[config.mk]
export PLATFORM = sky130hd
export DESIGN_NAME = uart_block_sum_ctrl
export DESIGN_NICKNAME = d
export VERILOG_FILES = /design/src/rtl/uart_block_sum_ctrl.sv
export SDC_FILE = /design/constraint.sdc
export NUM_CORES = 1
export LEC_CHECK = 0
export ABC_CLOCK_PERIOD_IN_PS = 2200
export CAP_MARGIN = 20
export CORE_MARGIN = 4
export CORE_UTILIZATION = 32
export CTS_CLUSTER_SIZE = 28
export DETAILED_ROUTE_END_ITERATION = 10
export GPL_TIMING_DRIVEN = 0
export PLACE_DENSITY = 0.66
export SLEW_MARGIN = 20
export SYNTH_ARGS = -nofsm -noshare
export SYNTH_HDL_FRONTEND = slang
export SYNTH_SLANG_ARGS = --single-unit
[constraint.sdc]
create_clock -name i_clk -period 2.2 [get_ports i_clk]
set_clock_uncertainty 0.2 [all_clocks]
set_input_delay 0.44 -clock i_clk [delete_from_list [all_inputs] [get_ports i_clk]]
set_output_delay 0.44 -clock i_clk [all_outputs]
set_load 0.005 [all_outputs]
[src/rtl/uart_block_sum_ctrl.sv]
// Sequences UART rx bytes into a block RAM, reads the block back to form a modular sum, and offers that sum to uart_tx.
// Sum is offered N_WORDS+RD_LATENCY+1 cycles after the last write; it is held until the tx handshake, and bytes arriving meanwhile are dropped.
module uart_block_sum_ctrl #(
   parameter int N_DATA_BITS = 8,
   parameter int N_WORDS     = 16,
   parameter int ADDR_WIDTH  = $clog2(N_WORDS),
   parameter int RD_LATENCY  = 2,
   parameter int SUM_WIDTH   = 8
) (
   input  logic                   i_clk,
   input  logic                   i_reset,
   input  logic [N_DATA_BITS-1:0] i_rx_data,
   input  logic                   i_rx_data_valid,
   output logic                   o_mem_we,
   output logic [ADDR_WIDTH-1:0]  o_mem_addr,
   output logic [N_DATA_BITS-1:0] o_mem_din,
   input  logic [N_DATA_BITS-1:0] i_mem_dout,
   output logic [N_DATA_BITS-1:0] o_tx_data,
   output logic                   o_tx_valid,
   input  logic                   i_tx_ready,
   output logic [SUM_WIDTH-1:0]   o_sum,
   output logic                   o_done,
   output logic                   o_overrun,
   output logic [1:0]             o_state
);

   typedef enum logic [1:0] {
      FILL = 2'd0,
      READ = 2'd1,
      SEND = 2'd2
   } state_t;

   localparam logic [ADDR_WIDTH-1:0] LAST_ADDR = ADDR_WIDTH'(N_WORDS - 1);

   state_t                  state;
   logic                    rx_valid_q;
   logic                    byte_evt;
   logic [ADDR_WIDTH-1:0]   wr_ptr;
   logic                    fill_done;
   logic                    rd_active;
   logic [RD_LATENCY:1]     vld_sr;
   logic [ADDR_WIDTH-1:0]   acc_cnt;
   logic [SUM_WIDTH-1:0]    acc;
   logic [SUM_WIDTH-1:0]    acc_next;

   // uart_rx may hold valid for several cycles, so only its rising edge counts as a byte
   assign byte_evt = i_rx_data_valid & ~rx_valid_q;
   assign acc_next = acc + SUM_WIDTH'(i_mem_dout);
   assign o_state  = state;

   always_ff @(posedge i_clk or posedge i_reset) begin
      if (i_reset) begin
         state      <= FILL;
         rx_valid_q <= 1'b0;
         wr_ptr     <= '0;
         fill_done  <= 1'b0;
         rd_active  <= 1'b0;
         vld_sr     <= '0;
         acc_cnt    <= '0;
         acc        <= '0;
         o_mem_we   <= 1'b0;
         o_mem_addr <= '0;
         o_mem_din  <= '0;
         o_tx_data  <= '0;
         o_tx_valid <= 1'b0;
         o_sum      <= '0;
         o_done     <= 1'b0;
         o_overrun  <= 1'b0;
      end else begin
         rx_valid_q <= i_rx_data_valid;
         o_mem_we   <= 1'b0;
         o_done     <= 1'b0;
         o_overrun  <= 1'b0;

         // vld_sr[k] marks that the address issued k cycles ago is now on i_mem_dout
         vld_sr[1] <= rd_active;
         for (int i = 2; i <= RD_LATENCY; i++) begin
            vld_sr[i] <= vld_sr[i-1];
         end
         if (vld_sr[RD_LATENCY]) begin
            acc     <= acc_next;
            acc_cnt <= acc_cnt + ADDR_WIDTH'(1);
         end

         case (state)
            FILL: begin
               if (fill_done) begin
                  // last write is on the bus this cycle; start reading next cycle
                  fill_done  <= 1'b0;
                  state      <= READ;
                  o_mem_addr <= '0;
                  rd_active  <= 1'b1;
                  acc_cnt    <= '0;
                  if (byte_evt) o_overrun <= 1'b1;
               end else if (byte_evt) begin
                  o_mem_we   <= 1'b1;
                  o_mem_addr <= wr_ptr;
                  o_mem_din  <= i_rx_data;
                  if (wr_ptr == LAST_ADDR) begin
                     wr_ptr    <= '0;
                     fill_done <= 1'b1;
                  end else begin
                     wr_ptr <= wr_ptr + ADDR_WIDTH'(1);
                  end
               end
            end
            READ: begin
               if (byte_evt) o_overrun <= 1'b1;
               if (rd_active) begin
                  if (o_mem_addr == LAST_ADDR) rd_active <= 1'b0;
                  else o_mem_addr <= o_mem_addr + ADDR_WIDTH'(1);
               end
               if (vld_sr[RD_LATENCY] && acc_cnt == LAST_ADDR) begin
                  o_sum      <= acc_next;
                  o_tx_data  <= acc_next[N_DATA_BITS-1:0];
                  o_tx_valid <= 1'b1;
                  state      <= SEND;
               end
            end
            SEND: begin
               if (byte_evt) o_overrun <= 1'b1;
               if (o_tx_valid && i_tx_ready) begin
                  o_tx_valid <= 1'b0;
                  o_done     <= 1'b1;
                  acc        <= '0;
                  state      <= FILL;
               end
            end
            default: state <= FILL;
         endcase
      end
   end

endmodule
==> results by group, run 1 <==
Outcome
  • Outcome: finished, final reports clean

STA
  • Worst Tran Pin Value: about 540 ps
  • Setup violations, final: 0
  • Fin Hold WS: 160.7 ps
  • Min Clock Period, post-route: 2137 ps
  • Relative slew margins: 63.97%
  • Final TNS setup: 0 ps
  • Unrepaired setup endpoints after global routing: false
  • Crit share post-route: 97.12%
  • Final hold vios: 0
  • Fin. max-slew vios: 0
  • Upper clock frequency limit: ~470 MHz

Route
  • DR pass1 iterations: 4
  • Routed vias: 1829
  • Iteration-0 DRC Markers: 33
  • Antenna Nets Post-Route: 0
  • DRC viols: 0
  • Via-per-instance ratio: 4.678
  • Drt total wl: 5152 microns
  • DR WL/cell: 13.18 microns

Placed design
  • Placer Congestion: ~0.74
  • Buffers on Ports: between 50 and 60
  • Post-DP HPWL: 3783 microns

Floorplan
  • Die X: 95.90 microns
  • Initial Utilization: 33.55%
  • Core Box Area: around 7400 sq um
  • Cell Rows: 31
  • Die Ht: 95.90 microns
  • IO Count: 54
  • Die footprint: 9197 sq um

Global routing
  • GRT Total Usage: between 10% and 20%
  • Vias in the first global route: 1903
  • Global route overflow: 0
  • Largest net degree at the start of global routing: 25
  • First-pass GRT wire length: around 8700 microns
  • Initial antenna violation count: 0

Logic synthesis
  • Synth unique cells: 48
  • Most frequent cell after synthesis: dfrtp_1
  • Syn. warnings: 0
  • Post-synthesis mux area share: 9.211%
  • Mapped Area: approximately 2500 sq um
  • Seq/Total Area, Yosys: about 48%
  • Synthesized net count: 260
  • Post-synth top area share: 47.57%
  • Synth Area in Compound Gates: ~14%
  • Main combinational cell family by area after synthesis: compound AO/OA/AOI/OAI gates
  • Post-synth EDFFs: 0
  • Synth cell count leaders: 47 x dfrtp_1, 23 x nand2_1, 14 x ha_1, 13 x a21oi_1, 13 x nor2_1
  • Post-synth top flop: dfrtp_1
  • Mean Syn Cell Area: 10.99 sq um
  • Largest cells by area after synthesis: dfrtp_1 48%, ha_1 7.1%, mux2_2 5.0%
  • Post-synthesis adder-cell area fraction: 7.895%
  • Mapped Cells: 225
  • Synth Area in Simple Gates: 11.29%
  • Synthesis-stage register bit count: 47
  • Ys async rst share: 100.0%
  • XOR/XNOR Fraction of Synth Area: 4.099%
  • Area leader, netlist: dfrtp_1

Cells and area
  • ANT cells: 0
  • Layout cells sized above 1: 21.58%
  • Final Util: 45.74%
  • Syn-to-layout area delta: 36.34%
  • Nets: 326

Pwr
  • NetSw: 382.8 uW
  • Pwr dens: 538.1 nW/um^2
  • Internal power: 1431 uW
  • Peak VDD IR: 0.3572 mV
  • Pleak: approximately 0.0015 uW
  • Comb pwr share: under 10%
  • Total power: ~1800 uW
  • Sequential power share: 48.8%
  • Clk network pwr share: 41.9%
  • Sw Share: between 20% and 30%

Clock tree
  • Root Driver: clkbuf_8
  • CTS tree: yes
  • CTS Sinks: 47
  • CTS Buffer Depth: 2
  • Clk pin slew, worst setup/hold paths: 90 ps
  • Hold-fix buffer count after cts: 0
  • Total CTS buffers: 5
  • H-Tree Depth: 2
  • Worst-Skew Late Latency: approximately 300 ps

Setup path
  • CP Max Fanout: 5
  • Critical path buffer and inverter count: 1
  • Setup crit start kind: primary input
  • Reg2Reg Depth: 7
  • CP cell instances: clkdlybuf4s50_1 -> ha_2 -> o21ai_2 -> o211ai_2 -> nand2_1 -> xnor3_1 -> mux2_2
  • CP peak stage delay: 480 ps
  • Slowest CP cell: clkdlybuf4s50_1
  • Data arrival time of the worst path: 2130 ps
  • Worst EP required: 2190 ps
  • Crit. End Element: flop
  • Cell family with most CP delay: buffers and inverters
  • CP Depth: 7
  • Critical path type: in -> reg

Run
  • # Max-Cap Violations: 0

Worst hold path
  • Worst Hold Class: reg -> reg
  • Hold Crit Depth: 0
state kept, by name, summed over array words and instances (netlist names), 2 cells and up:
name,cells
o_state,2
wr_ptr,4
o_mem_din,8
acc,8
o_mem_addr,4
o_sum,8
vld_sr,2
acc_cnt,4
per-stage QoR:
stage	std cells	worst slack, ps	area [sq um]
6_report	391	63.38	3371
5_1_grt	391	16.53	3371
4_1_cts	388	6.367	3326
3_5_place_dp	378	-570.0	3147
3_3_place_gp	377	-598.5	3127
2_1_floorplan	225	18.67	2472
layer usage:
| layer | global-route usage [%] | wire length (microns) | vias up |
|---|---|---|---|
| li1 | - | - | 910 |
| met1 | 15.46 | 2404 | 876 |
| met2 | 20.09 | 2457 | 41 |
| met3 | 3.987 | 273 | 2 |
| met4 | 2.488 | 17 | 0 |
| met5 | 0 | 0 | - |
power groups by stage:
stage / clock, uW / sequential [uW] / combinational [uW]
final: 760 / 886 / 168
after CTS: 784 / 887 / 168
after detailed placement: 0 / 904 / 162
after global placement: 0 / 903 / 155
after global routing: 825 / 889 / 184
after floorplan: 0 / 904 / 67.9
worst paths after layout:
| check | start | to | slack, ps |
|---|---|---|---|
| setup / recovery | i_mem_dout[2] | o_sum[7]$_DFFE_PP0P_ | 60 |
| hold / removal | vld_sr[1]$_DFF_PP0_ | vld_sr[2]$_DFF_PP0_ | 160 |
| setup reg to reg | acc[0]$_DFF_PP0_ | o_sum[4]$_DFFE_PP0P_ | 110 |
| hold reg to reg | vld_sr[1]$_DFF_PP0_ | vld_sr[2]$_DFF_PP0_ | 160 |
| max in group asynchronous | i_reset | o_overrun$_DFF_PP0_ | 980 |
| min in group asynchronous | i_reset | o_mem_din[6]$_DFFE_PP0P_ | 300 |
placed cells by master (no fill, tap or decap), types with 3 or more instances in the layout:
| cell | n |
|---|---|
| dfrtp_1 | 47 |
| clkdlybuf4s50_1 | 51 |
| o21ai_1 | 5 |
| clkbuf_8 | 5 |
| a21oi_2 | 3 |
| mux2_2 | 11 |
| o21ai_0 | 10 |
| inv_1 | 8 |
| mux2_1 | 3 |
| buf_4 | 16 |
| buf_2 | 4 |
| a21oi_1 | 11 |
| xor2_1 | 4 |
| nor3_1 | 4 |
| nor2_1 | 13 |
| xnor2_1 | 4 |
| nand3_1 | 3 |
| ha_1 | 11 |
| mux2i_1 | 7 |
| ha_2 | 3 |
| nand2_1 | 23 |
logic make-up after synthesis:
logic type,count (synthesis)
buffers and inverters,25
flip-flops,47
adder cells (fa/ha/maj),15
multiplexers,21
AND/OR/NAND/NOR,56
XOR/XNOR,10
AO/OA/AOI/OAI,51
final cells by class:
type | instances | area, sq um
Fill cell | 706 | 3999
Timing Repair Buffer | 59 | 589.3
Clock inverter | 3 | 67.56
Clock buffer | 5 | 68.82
Buffer | 15 | 102.6
Multi-Input combinational cell | 153 | 1205
Inverter | 10 | 37.54
Tap cell | 99 | 123.9
Sequential cell | 47 | 1176
repair_timing:
action                     CTS  global route
gates resized for setup      8             6
setup buffers                2             3
setup endpoints to repair    5            10
pin swaps                    9             8
No activity file was read; power rests on OpenSTA's default activity.
==> run 2: changes to the inputs <==
--- a/config.mk
+++ b/config.mk
@@ -11,8 +11,9 @@
 export CORE_UTILIZATION = 32
 export CTS_CLUSTER_SIZE = 28
 export DETAILED_ROUTE_END_ITERATION = 10
+export DONT_BUFFER_PORTS = 1
 export GPL_TIMING_DRIVEN = 0
-export PLACE_DENSITY = 0.66
+export PLACE_DENSITY = 0.56
 export SLEW_MARGIN = 20
 export SYNTH_ARGS = -nofsm -noshare
 export SYNTH_HDL_FRONTEND = slang
==> results by group, run 2 (synthesis gave the netlist of run 1 again) <==
Clock tree
  • Root Driver: clkbuf_8 (unchanged)
  • H-Tree Depth: 2 (unchanged)
  • Clk pin slew, worst setup/hold paths: 90 ps (about the same)
  • Total CTS buffers: 5 (unchanged)
  • CTS Buffer Depth: 2 (unchanged)
  • Worst-Skew Late Latency: 290 ps (was 300 ps)
  • CTS tree: yes (unchanged)
  • CTS Sinks: 47 (unchanged)

Route
  • DR pass1 iterations: 6 (was 4)
  • DRC viols: 0 (unchanged)
  • Via-per-instance ratio: 4.817 (was 4.678)
  • Iteration-0 DRC Markers: 71 (was 33)
  • DR WL/cell: 14.01 microns (was 13.18 microns)
  • Drt total wl: 4736 microns (was 5152 microns)
  • Routed vias: 1628 (was 1829)
  • Antenna Nets Post-Route: 0 (unchanged)

Floorplan
  • Die footprint: 9197 sq um (unchanged)
  • Die Ht: 95.90 microns (unchanged)
  • Cell Rows: 31 (unchanged)
  • Die X: 95.90 microns (unchanged)
  • Initial Utilization: 33.55% (unchanged)
  • Core Box Area: 7370 sq um (unchanged)
  • IO Count: 54 (unchanged)

Pwr
  • Pwr dens: 554.2 nW/um^2 (was 538.1 nW/um^2)
  • Peak VDD IR: 0.2619 mV (was 0.3572 mV)
  • Pleak: 0.001300 uW (was 0.001535 uW)

Placed design
  • Buffers on Ports: 0 (was 53)
  • Placed insts: 325 (was 378)
  • Post-DP HPWL: 3587 microns (was 3783 microns)
  • Pre-CTS WS: -138.5 ps (was -570.0 ps)
  • Dpl cell area: 2624 sq um (was 3147 sq um)
  • Placer Congestion: 0.8092 (was 0.7410)

Cells and area
  • Syn-to-layout area delta: 12.45% (was 36.34%)
  • Top Registers: acc (8), o_mem_din (8), o_sum (8) (unchanged)
  • Number of fillers in the final layout: 750 (was 706)
  • Design Area, Final: 2780 sq um (was 3371 sq um)
  • Most frequent cells in the layout: 47 x dfrtp_1, 23 x nand2_1, 14 x buf_4, 13 x nor2_1, 13 x ha_1 (was 51 x clkdlybuf4s50_1, 47 x dfrtp_1, 23 x nand2_1, 16 x buf_4, 13 x nor2_1)
  • Fin cells: 338 (was 391)
  • Nets: 273 (was 326)
  • Most common cell after layout, fill and taps aside: dfrtp_1 (was clkdlybuf4s50_1)
  • ANT cells: 0 (unchanged)
  • Layout cells sized above 1: 23.01% (was 21.58%)

STA
  • Min Clock Period, post-route: 2056 ps (was 2137 ps)
  • Relative slew margins: 58.09% (was 63.97%)
  • Worst Tran Pin Value: 627.7 ps (was 539.6 ps)
  • Setup WS post-layout: 143.7 ps (was 63.38 ps)
  • Final TNS setup: 0 ps (unchanged)
  • Final hold vios: 0 (unchanged)
  • Fin. max-slew vios: 0 (unchanged)
  • Upper clock frequency limit: 486.3 MHz (was 468.0 MHz)
  • Unrepaired setup endpoints after global routing: false (unchanged)
  • Crit share post-route: 93.47% (was 97.12%)
  • Setup violations, final: 0 (unchanged)

Global routing
  • Global route overflow: 0 (unchanged)
  • Initial antenna violation count: 0 (unchanged)
  • Vias in the first global route: 1672 (was 1903)
  • GRT Total Usage: 11.35% (was 12.12%)
  • Largest net degree at the start of global routing: 29 (was 25)
  • First-pass GRT wire length: 8059 microns (was 8721 microns)

Worst hold path
  • Worst Hold Class: in -> reg (was reg -> reg)

Setup path
  • CP peak stage delay: 420 ps (was 480 ps)
  • CP cell instances: ha_1 -> a211oi_2 -> o211ai_2 -> nand2_1 -> xnor3_1 -> mux2_2 (was clkdlybuf4s50_1 -> ha_2 -> o21ai_2 -> o211ai_2 -> nand2_1 -> xnor3_1 -> mux2_2)
  • Worst EP required: 2190 ps (about the same)
  • Setup crit start kind: flop (was primary input)
  • Crit. End Element: flop (unchanged)
  • Slowest CP cell: dfrtp_1 (was clkdlybuf4s50_1)
  • Critical path type: reg -> reg (was in -> reg)
  • CP Max Fanout: 3 (was 5)
  • Data arrival time of the worst path: 2040 ps (was 2130 ps)

Outcome
  • Outcome: finished, final reports clean (unchanged)

Run
  • # Max-Cap Violations: 0 (unchanged)
==> run 2: changes by cell type in the layout (fill, tap and decap cells not counted), moves of 2 or more <==
cell | before | now
buf_4 | 16 | 14
bufinv_16 | 2 | 0
clkbuf_8 | 5 | 7
clkdlybuf4s50_1 | 51 | 0
dlygate4sd3_1 | 0 | 2
ha_1 | 11 | 13
ha_2 | 3 | 1
==> run 2: power breakdown <==
| part | switching (uW) | internal (uW) | total (uW) |
|---|---|---|---|
| Combinational | 48.3 | 42.0 | 90.2 |
| Clock | 274 | 287 | 561 |
| Sequential | 11.4 | 878 | 889 |
==> run 2: area by class of cell <==
cell class / instances / area (sq um) / share of cell area, %
inverters: 10 / 37.54 / 1.350
multi-input cells: 153 / 1170 / 42.08
repair buffers: 6 / 70.07 / 2.520
plain buffers: 15 / 102.6 / 3.690
clock buffers: 8 / 100.1 / 3.600
well taps: 99 / 123.9 / 4.455
flip-flops and latches: 47 / 1176 / 42.30
==> run 2: critical path, delay by kind of cell (launching register included) <==
| kind | cells | cell delay [ps] |
|---|---|---|
| fa+ha+maj | 1 | 310 |
| xor+xnor | 1 | 200 |
| simple gates | 1 | 90 |
| mux | 1 | 260 |
| flops | 1 | 420 |
| compound gates | 2 | 470 |
==> run 2: final timing paths <==
| kind | from | end | slack, ps | cells after the start |
|---|---|---|---|---|
| worst max-delay path | acc[1]$_DFF_PP0_ | o_sum[7]$_DFFE_PP0P_ | 140 | 6 |
| worst min-delay path | i_rx_data[2] | o_mem_din[2]$_DFFE_PP0P_ | 100 | 1 |
| worst max register to register | acc[1]$_DFF_PP0_ | o_sum[7]$_DFFE_PP0P_ | 140 | 6 |
| worst min register to register | vld_sr[1]$_DFF_PP0_ | vld_sr[2]$_DFF_PP0_ | 150 | 0 |
| max in group asynchronous | i_reset | o_sum[1]$_DFFE_PP0P_ | 800 | 3 |
| min in group asynchronous | i_reset | o_tx_valid$_DFFE_PP0P_ | 480 | 2 |
==> run 2: layer usage <==
metal	GRT usage [%]	wire [microns]	vias to the layer above
li1	-	-	808
met1	13.52	2104	773
met2	19.05	2268	45
met3	4.378	336	2
met4	3.199	27	0
met5	0	0	-
==> run 2: repair_timing <==
action	CTS	global route
gates resized for setup	2	2
buffers inserted	0	3
pin swaps	0	3
hold buffers	2	0
endpoints found under the setup margin	2	7
endpoints found under the hold margin	28	0
==> run 2: metrics by stage <==
step                hold WS (ps)  util (%)  power [uW]
floorplan                  131.2         -       971.7
finish                     101.0     37.72        1541
global placement           137.1     35.23       988.4
global route               76.58     37.72        1630
CTS                        85.70     37.32        1576
detailed placement         141.9     35.60       996.1
==> run 3: changes to the inputs <==
--- a/config.mk
+++ b/config.mk
@@ -13,7 +13,7 @@
 export DETAILED_ROUTE_END_ITERATION = 10
 export DONT_BUFFER_PORTS = 1
 export GPL_TIMING_DRIVEN = 0
-export PLACE_DENSITY = 0.56
+export PLACE_DENSITY = 0.55
 export SLEW_MARGIN = 20
 export SYNTH_ARGS = -nofsm -noshare
 export SYNTH_HDL_FRONTEND = slang
==> results by group, run 3 (synthesis gave the netlist of run 1 again) <==
Route
  • DR pass1 iterations: 4 (was 6)
  • Iteration-0 DRC Markers: 33 (was 71)
  • Via-per-instance ratio: 4.767 (was 4.817)
  • Antenna Nets Post-Route: 0 (unchanged)
  • Routed vias: 1616 (was 1628)
  • DRC viols: 0 (unchanged)
  • Drt total wl: 4793 microns (was 4736 microns)
  • DR WL/cell: 14.14 microns (was 14.01 microns)

Cells and area
  • Nets: 274 (was 273)
  • Top Registers: acc (8), o_mem_din (8), o_sum (8) (unchanged)
  • Most frequent cells in the layout: 47 x dfrtp_1, 23 x nand2_1, 15 x buf_4, 13 x nor2_1, 13 x ha_1 (was 47 x dfrtp_1, 23 x nand2_1, 14 x buf_4, 13 x nor2_1, 13 x ha_1)
  • Most common cell after layout, fill and taps aside: dfrtp_1 (unchanged)
  • Layout cells sized above 1: 23.33% (was 23.01%)
  • ANT cells: 0 (unchanged)
  • Fin cells: 339 (was 338)
  • Syn-to-layout area delta: 12.96% (was 12.45%)

Floorplan
  • IO Count: 54 (unchanged)
  • Core Box Area: 7370 sq um (unchanged)
  • Die Ht: 95.90 microns (unchanged)
  • Die X: 95.90 microns (unchanged)
  • Initial Utilization: 33.55% (unchanged)
  • Die footprint: 9197 sq um (unchanged)
  • Cell Rows: 31 (unchanged)

Global routing
  • Vias in the first global route: 1672 (unchanged)
  • First-pass GRT wire length: 7859 microns (was 8059 microns)
  • Largest net degree at the start of global routing: 33 (was 29)
  • Global route overflow: 0 (unchanged)
  • GRT Total Usage: 11.11% (was 11.35%)
  • Initial antenna violation count: 0 (unchanged)

Placed design
  • Buffers on Ports: 0 (unchanged)
  • Placed insts: 325 (unchanged)
  • Post-DP HPWL: 3530 microns (was 3587 microns)
  • Placer Congestion: 0.7863 (was 0.8092)
  • Pre-CTS WS: -137.8 ps (was -138.5 ps)

Clock tree
  • CTS tree: yes (unchanged)
  • Clk pin slew, worst setup/hold paths: 80 ps (was 90 ps)
  • Worst-Skew Late Latency: 290 ps (about the same)
  • H-Tree Depth: 2 (unchanged)
  • Root Driver: clkbuf_8 (unchanged)
  • CTS Sinks: 47 (unchanged)
  • CTS Buffer Depth: 2 (unchanged)
  • Total CTS buffers: 5 (unchanged)

Setup path
  • Data arrival time of the worst path: 2070 ps (was 2040 ps)
  • Critical path type: reg -> reg (unchanged)
  • CP startpoint: acc[0]$_DFF_PP0_ (was acc[1]$_DFF_PP0_)
  • Reg-to-reg startpoint: acc[0]$_DFF_PP0_ (was acc[1]$_DFF_PP0_)
  • Setup slack, reg-to-reg: 110 ps (was 140 ps)
  • Setup crit start kind: flop (unchanged)
  • Worst EP required: 2180 ps (was 2190 ps)
  • CP Max Fanout: 3 (unchanged)
  • Crit. End Element: flop (unchanged)

Worst hold path
  • Critical hold path startpoint: i_rx_data[1] (was i_rx_data[2])
  • Worst Hold Class: in -> reg (unchanged)

Pwr
  • Peak VDD IR: 0.3960 mV (was 0.2619 mV)
  • Pleak: 0.001302 uW (was 0.001300 uW)
  • Pwr dens: 550.8 nW/um^2 (was 554.2 nW/um^2)

STA
  • Worst Tran Pin Value: 363.2 ps (was 627.7 ps)
  • Crit share post-route: 95.04% (was 93.47%)
  • Fin. max-slew vios: 0 (unchanged)
  • Setup violations, final: 0 (unchanged)
  • Setup WS post-layout: 109.1 ps (was 143.7 ps)
  • Relative slew margins: 75.75% (was 58.09%)
  • Min Clock Period, post-route: 2091 ps (was 2056 ps)
  • Upper clock frequency limit: 478.3 MHz (was 486.3 MHz)
  • Fin Hold WS: 91.83 ps (was 101.0 ps)
  • Final hold vios: 0 (unchanged)

Outcome
  • Outcome: finished, final reports clean (unchanged)

Run
  • # Max-Cap Violations: 0 (unchanged)
run 3: changes by cell type in the layout (fill, tap and decap cells not counted):
cell / change
clkbuf_4: +1
o21ai_0: -1
buf_12: +1
ha_2: -1
o21ai_1: +1
buf_4: +1
buf_16: -1
buf_2: -1
ha_4: +1
run 3: power breakdown:
part / total [uW] / switching, uW / internal, uW
registers: 889 / 11.4 / 878
logic: 88.8 / 48.0 / 40.8
clock network: 560 / 273 / 287
run 3: path summary, 6_finish.rpt:
path	to	depth (start not counted)
max in group asynchronous	o_tx_valid$_DFFE_PP0P_	3
hold / removal	o_mem_din[1]$_DFFE_PP0P_	1
setup reg to reg	o_sum[4]$_DFFE_PP0P_	6
min in group asynchronous	wr_ptr[1]$_DFFE_PP0P_	2
setup / recovery	o_sum[4]$_DFFE_PP0P_	6
hold reg to reg	vld_sr[2]$_DFF_PP0_	0
run 3: area by class of cell:
cell class	instances	area, sq um
timing repair buffer	7	70.07
sequential	47	1176
inverter	10	37.54
tap	99	123.9
clock buffer	8	100.1
buffer	15	105.1
fill	754	4577
multi-input combinational	153	1180
run 3: critical path, stage by stage, from the launching register on:
cell and delay (ps):
dfrtp_1 410, ha_4 190, fa_2 430, a21o_2 220, a21oi_1 160, xnor2_1 110, mux2_2 260
run 3: routing by layer:
| metal | GRT usage (%) | routed length, microns | vias up |
|---|---|---|---|
| met5 | 0 | 0 | - |
| met4 | 3.910 | 59 | 0 |
| met3 | 3.675 | 326 | 5 |
| met2 | 18.41 | 2241 | 39 |
| met1 | 13.47 | 2165 | 763 |
| li1 | - | - | 809 |
run 3: stage by stage:
step	power, uW	instance area (sq um)	utilization (%)	TNS (ps)
floorplan	971.7	2472	-	0
global placement	988.1	2596	35.23	-6243
finish	1538	2793	37.89	0
detailed placement	993.8	2616	35.50	-248.3
CTS	1581	2743	37.22	0
global route	1621	2793	37.89	-39.01
run 3: repair_timing:
action	in CTS	in global routing
hold endpoints to repair	16	0
pin swaps	0	6
gates resized for setup	2	5
hold buffers	2	0
endpoints found under the setup margin	2	9
setup buffers	0	4
